**config.mk**
```make
export PLATFORM = sky130hd
export DESIGN_NAME = dflop_deser
export DESIGN_NICKNAME = d
export VERILOG_FILES = /design/src/rtl/dflop_pkg.sv /design/src/rtl/dflop_deser_bit_counter.sv /design/src/rtl/dflop_deser.sv
export SDC_FILE = /design/constraint.sdc
export NUM_CORES = 1
export LEC_CHECK = 0
export ABC_AREA = 1
export BUFFER_PORTS_ARGS = -buffer_cell sky130_fd_sc_hd__buf_2
export CAP_MARGIN = 15
export CORE_MARGIN = 1
export CORE_UTILIZATION = 35
export DETAILED_ROUTE_END_ITERATION = 10
export PLACE_DENSITY = 0.53
export SLEW_MARGIN = 20
export SYNTH_ARGS = -nofsm -noshare
export SYNTH_HDL_FRONTEND = slang
export SYNTH_HIERARCHICAL = 1
export SYNTH_SLANG_ARGS = --single-unit
```
**constraint.sdc**
```tcl
create_clock -name clk -period 1.49 [get_ports clk]
set_input_delay 0.2235 -clock clk [delete_from_list [all_inputs] [get_ports clk]]
set_output_delay 0.2235 -clock clk [all_outputs]
set_load 0.02 [all_outputs]
```
**src/rtl/dflop_pkg.sv**
```systemverilog
// Shared defaults, counter-width helper and output-buffer state encoding
// for the serial deserializer.
package dflop_pkg;

    localparam int DESER_WIDTH_DEF = 8;
    localparam bit MSB_FIRST_DEF   = 1'b1;

    function automatic int cnt_width(input int width);
        return (width <= 2) ? 1 : $clog2(width);
    endfunction

    typedef enum logic {
        BUF_EMPTY = 1'b0,
        BUF_FULL  = 1'b1
    } buf_state_e;

endpackage

```
**src/rtl/dflop_deser_bit_counter.sv**
```systemverilog
// Modulo-WIDTH bit counter with enable and synchronous clear; flags the
// position of the final bit of a frame.
module deser_bit_counter
    import dflop_pkg::*;
#(
    parameter int WIDTH = DESER_WIDTH_DEF,
    localparam int CW   = cnt_width(WIDTH)
) (
    input  logic          clk,
    input  logic          rst_n,
    input  logic          inc_i,
    input  logic          clr_i,
    output logic [CW-1:0] cnt_o,
    output logic          last_o
);

    logic [CW-1:0] cnt_q;
    logic [CW-1:0] cnt_d;
    logic          last;

    assign last = (cnt_q == CW'(WIDTH - 1));

    always_comb begin
        cnt_d = cnt_q;
        if (clr_i) begin
            cnt_d = '0;
        end else if (inc_i) begin
            cnt_d = last ? '0 : cnt_q + 1'b1;
        end
    end

    always_ff @(posedge clk or negedge rst_n) begin
        if (!rst_n) begin
            cnt_q <= '0;
        end else begin
            cnt_q <= cnt_d;
        end
    end

    assign cnt_o  = cnt_q;
    assign last_o = last;

endmodule

```
**src/rtl/dflop_deser.sv**
```systemverilog
// Serial-to-parallel deserializer with a single-entry ready/valid output
// buffer and a sticky overrun flag for words dropped during a stall.
//
// state     | meaning
// BUF_EMPTY | no unconsumed word, word_valid=0
// BUF_FULL  | word holds an unconsumed word, word_valid=1
module dflop_deser
    import dflop_pkg::*;
#(
    parameter int WIDTH     = DESER_WIDTH_DEF,
    parameter bit MSB_FIRST = MSB_FIRST_DEF,
    localparam int CW       = cnt_width(WIDTH)
) (
    input  logic             clk,
    input  logic             rst_n,
    input  logic             d,
    input  logic             en,
    input  logic             clr,
    output logic [WIDTH-1:0] word,
    output logic             word_valid,
    input  logic             word_ready,
    output logic             overrun,
    output logic [CW-1:0]    bit_cnt
);

    buf_state_e       state_q;
    logic [WIDTH-1:0] shift_q;
    logic [WIDTH-1:0] shift_d;
    logic [WIDTH-1:0] word_q;
    logic             overrun_q;
    logic             accept;
    logic             last_bit;
    logic             complete;

    // clr discards the bit presented with it, so it also blocks completion
    assign accept   = en && !clr;
    assign complete = accept && last_bit;

    deser_bit_counter #(
        .WIDTH (WIDTH)
    ) u_bit_counter (
        .clk    (clk),
        .rst_n  (rst_n),
        .inc_i  (accept),
        .clr_i  (clr),
        .cnt_o  (bit_cnt),
        .last_o (last_bit)
    );

    always_comb begin
        if (MSB_FIRST) begin
            shift_d = {shift_q[WIDTH-2:0], d};
        end else begin
            shift_d = {d, shift_q[WIDTH-1:1]};
        end
    end

    always_ff @(posedge clk or negedge rst_n) begin
        if (!rst_n) begin
            state_q   <= BUF_EMPTY;
            shift_q   <= '0;
            word_q    <= '0;
            overrun_q <= 1'b0;
        end else begin
            if (clr) begin
                shift_q   <= '0;
                overrun_q <= 1'b0;
            end else if (en) begin
                shift_q <= shift_d;
            end

            case (state_q)
                BUF_EMPTY: begin
                    if (complete) begin
                        word_q  <= shift_d;
                        state_q <= BUF_FULL;
                    end
                end
                BUF_FULL: begin
                    // a consume on the completing edge frees the slot for the new word
                    if (complete) begin
                        if (word_ready) begin
                            word_q <= shift_d;
                        end else begin
                            overrun_q <= 1'b1;
                        end
                    end else if (word_ready) begin
                        state_q <= BUF_EMPTY;
                    end
                end
                default: state_q <= BUF_EMPTY;
            endcase
        end
    end

    assign word       = word_q;
    assign word_valid = (state_q == BUF_FULL);
    assign overrun    = overrun_q;

endmodule

```
==> run summary <==
Core Box Area -> 2233 µm²
Max IR drop VDD -> 466.6 µV
Site row count -> 17
Via Count -> 680
Worst r2r path cells -> 6
Seq cells post-synth -> 20
Sw power -> 0.2102 mW
Most Crowded Layer GR -> met2
Residual DRC -> 0
Placed Instances -> 133
Yosys warns -> 6
Clk Latency, worst-skew pair -> 0.30 ns
RSZ-0062 raised after global routing -> false
CP most frequent cell -> ha_1
Seq/Total Area, Yosys -> 59.52%
Hold Crit Depth -> 3
GR Util met1 -> 20.00%
Hold Path Origin -> d
WL per Instance -> 12.24 µm
Clock power frac -> 29.6%
Startpoint Class -> register
DP HPWL -> 1.199 mm
Most frequent cells in the layout -> nand2_1 (29), dfrtp_1 (20), buf_2 (18), inv_1 (9), nand4_1 (8)
Syn nets -> 96
Period utilization -> 90.91%
Crit-path cells -> ha_1 -> ha_1 -> buf_4 -> nor2_1 -> nand3_1 -> nand2_1
Number of global-route vias before repair -> 618
Post-Syn Area -> 840.8 µm²
R2R Setup Slk -> 0.14 ns
Worst Path Arrival -> 1.61 ns
Initial antenna violation count -> 0
Max Freq -> 0.7382 GHz
Area delta synth->final -> 18.01%
Leakage -> 0.5642 nW
Slowest library cell on the worst path -> dfrtp_1
Post-CTS Setup Bufs -> 0
Fin area -> 992.2 µm²
Tmin final -> 1.355 ns
Worst R2R Start -> u_bit_counter/cnt_o[0]
Endpoints failing setup -> 0
Comb power frac -> 6.9%
Final nets -> 119
Total wire length after detailed routing -> 1.677 mm
Gr usage total -> 14.75%
Max-slew headroom -> 70.10%
Cell Count, Final, Fillers Out -> 137
Clock tree from TritonCTS -> yes
CP max stage delay -> 0.43 ns
RD Place Congestion -> 0.7296
Max Cap Violations -> 0
Critical Path Fanout Max -> 6
I/O Buffers -> 18
Total power -> 0.8720 mW
Share of cells above drive strength 1 -> 24.77%
Vias per inst -> 4.964
Root buffer cell -> clkbuf_4
DR iter-0 viols -> 15
Setup Skew -> 0.002612 ns
Clk sink count -> 20
Post-DP Area -> 959.7 µm²
Die area -> 2603 µm²
Fillers -> 252
Clk buf depth -> 2
Crit path max-delay family -> adder cells
Initial Utilization -> 37.65%
Fin Setup TNS -> 0 ns
Initial DRT Pass Iterations -> 5
RR Endpoint -> u_bit_counter/cnt_o[0]
First-pass GRT wire length -> 2.773 mm
Hold WC Path Type -> in -> reg
Met3 usage -> 2.976%
Least-Margin Pin Slew -> 0.4485 ns
CP bufs+invs -> 1
Hold Path End -> shift_q[0]
Most common cell after layout, fill and taps aside -> nand2_1
Slew Limit Fails -> 0
Setup crit end kind -> register
Final core occ -> 44.43%
N_diodes -> 0
Synthesized instance count -> 88
Clock transition at path regs -> 0.11 ns
Met2 Use GR -> 21.71%
Crit path required time -> 1.74 ns
Switching Fraction -> 24.11%
Synth unique cells -> 15
Stages on the worst setup path -> 6
Internal power -> 0.6618 mW
Cell Pwr Density -> 878.9 nW/µm²
# IOs -> 19
Die height -> 51.02 µm
Syn_area_per_cell -> 9.555 µm²
Crit Path Category -> reg -> reg
GRT overflow -> 0
Sequential power share -> 63.5%
Final hold viol count -> 0
Status -> complete, no violations
Largest net degree at the start of global routing -> 21
Num CTS Buffers -> 3
Cts hold-fix bufs -> 1
Max H-tree Level -> 1
Antenna Nets Post-Route -> 0
Post_cts resized -> 0
Die Width -> 51.02 µm
==> through the flow <==
step           hold slack (ns)  worst slack [ns]
2_1_floorplan         -0.07209            0.1371
3_3_place_gp            0.1964            0.2055
3_5_place_dp            0.1984            0.1606
4_1_cts                 0.1503            0.1393
5_1_grt                 0.1640           0.04974
6_report                0.1551            0.1354
==> cell families after synthesis <==
family | synth area share, %
AND/OR/NAND/NOR | 25.00
flip-flops | 59.52
buffers and inverters | 6.993
AO/OA/AOI/OAI | 5.505
adder cells (fa/ha/maj) | 2.976
==> worst max path at each step <==
stage                           startpoint                     end
floorplan           u_bit_counter/cnt_o[0]                 word[0]
global route        u_bit_counter/cnt_o[0]  u_bit_counter/cnt_o[0]
detailed placement  u_bit_counter/cnt_o[0]                 word[1]
CTS                 u_bit_counter/cnt_o[0]  u_bit_counter/cnt_o[0]
global placement    u_bit_counter/cnt_o[0]  u_bit_counter/cnt_o[0]
finish              u_bit_counter/cnt_o[0]  u_bit_counter/cnt_o[0]
==> worst min-delay path: stages <==
cell and delay [ns]:
buf_2 0.10, nand2_1 0.05, o21ai_0 0.06
==> cells in the mapped netlist <==
cell	n	area, µm²
nand2_1	29	108.9
dfrtp_1	20	500.5
inv_1	9	33.78
nand4_1	8	50.05
o22ai_1	5	31.28
nand3_1	4	20.02
o21ai_0	3	15.01
buf_2	2	10.01
ha_1	2	25.02
buf_6	1	11.26
inv_2	1	3.750
nand3_2	1	10.01
nor2_1	1	3.750
nor2_2	1	6.260
nor2_4	1	11.26
==> power groups by stage <==
stage	registers [mW]	logic [mW]	clock network, mW
floorplan	0.567	0.0280	0
global placement	0.564	0.0590	0
detailed placement	0.564	0.0593	0
CTS	0.553	0.0615	0.262
global route	0.554	0.0692	0.285
finish	0.553	0.0602	0.258
==> metal layers <==
layer / up-vias / wire length (µm)
li1: 335 / -
met1: 328 / 827
met2: 13 / 756
met3: 4 / 62
met4: 0 / 30
met5: - / 0
==> sequential cells by signal, indices dropped and copies added, names as in the netlist <==
signal and flops:
word 8, shift_q 7, u_bit_counter/cnt_o 3, overrun 1, word_valid 1
==> layout make-up <==
class | instances | area (µm²) | area share [%]
clock buffers | 3 | 22.52 | 2.270
inverters | 10 | 37.54 | 3.783
multi-input cells | 55 | 281.5 | 28.37
flip-flops and latches | 20 | 500.5 | 50.44
well taps | 28 | 35.03 | 3.531
repair buffers | 21 | 115.1 | 11.60
Note: power is estimated with default switching activity, not from simulation.
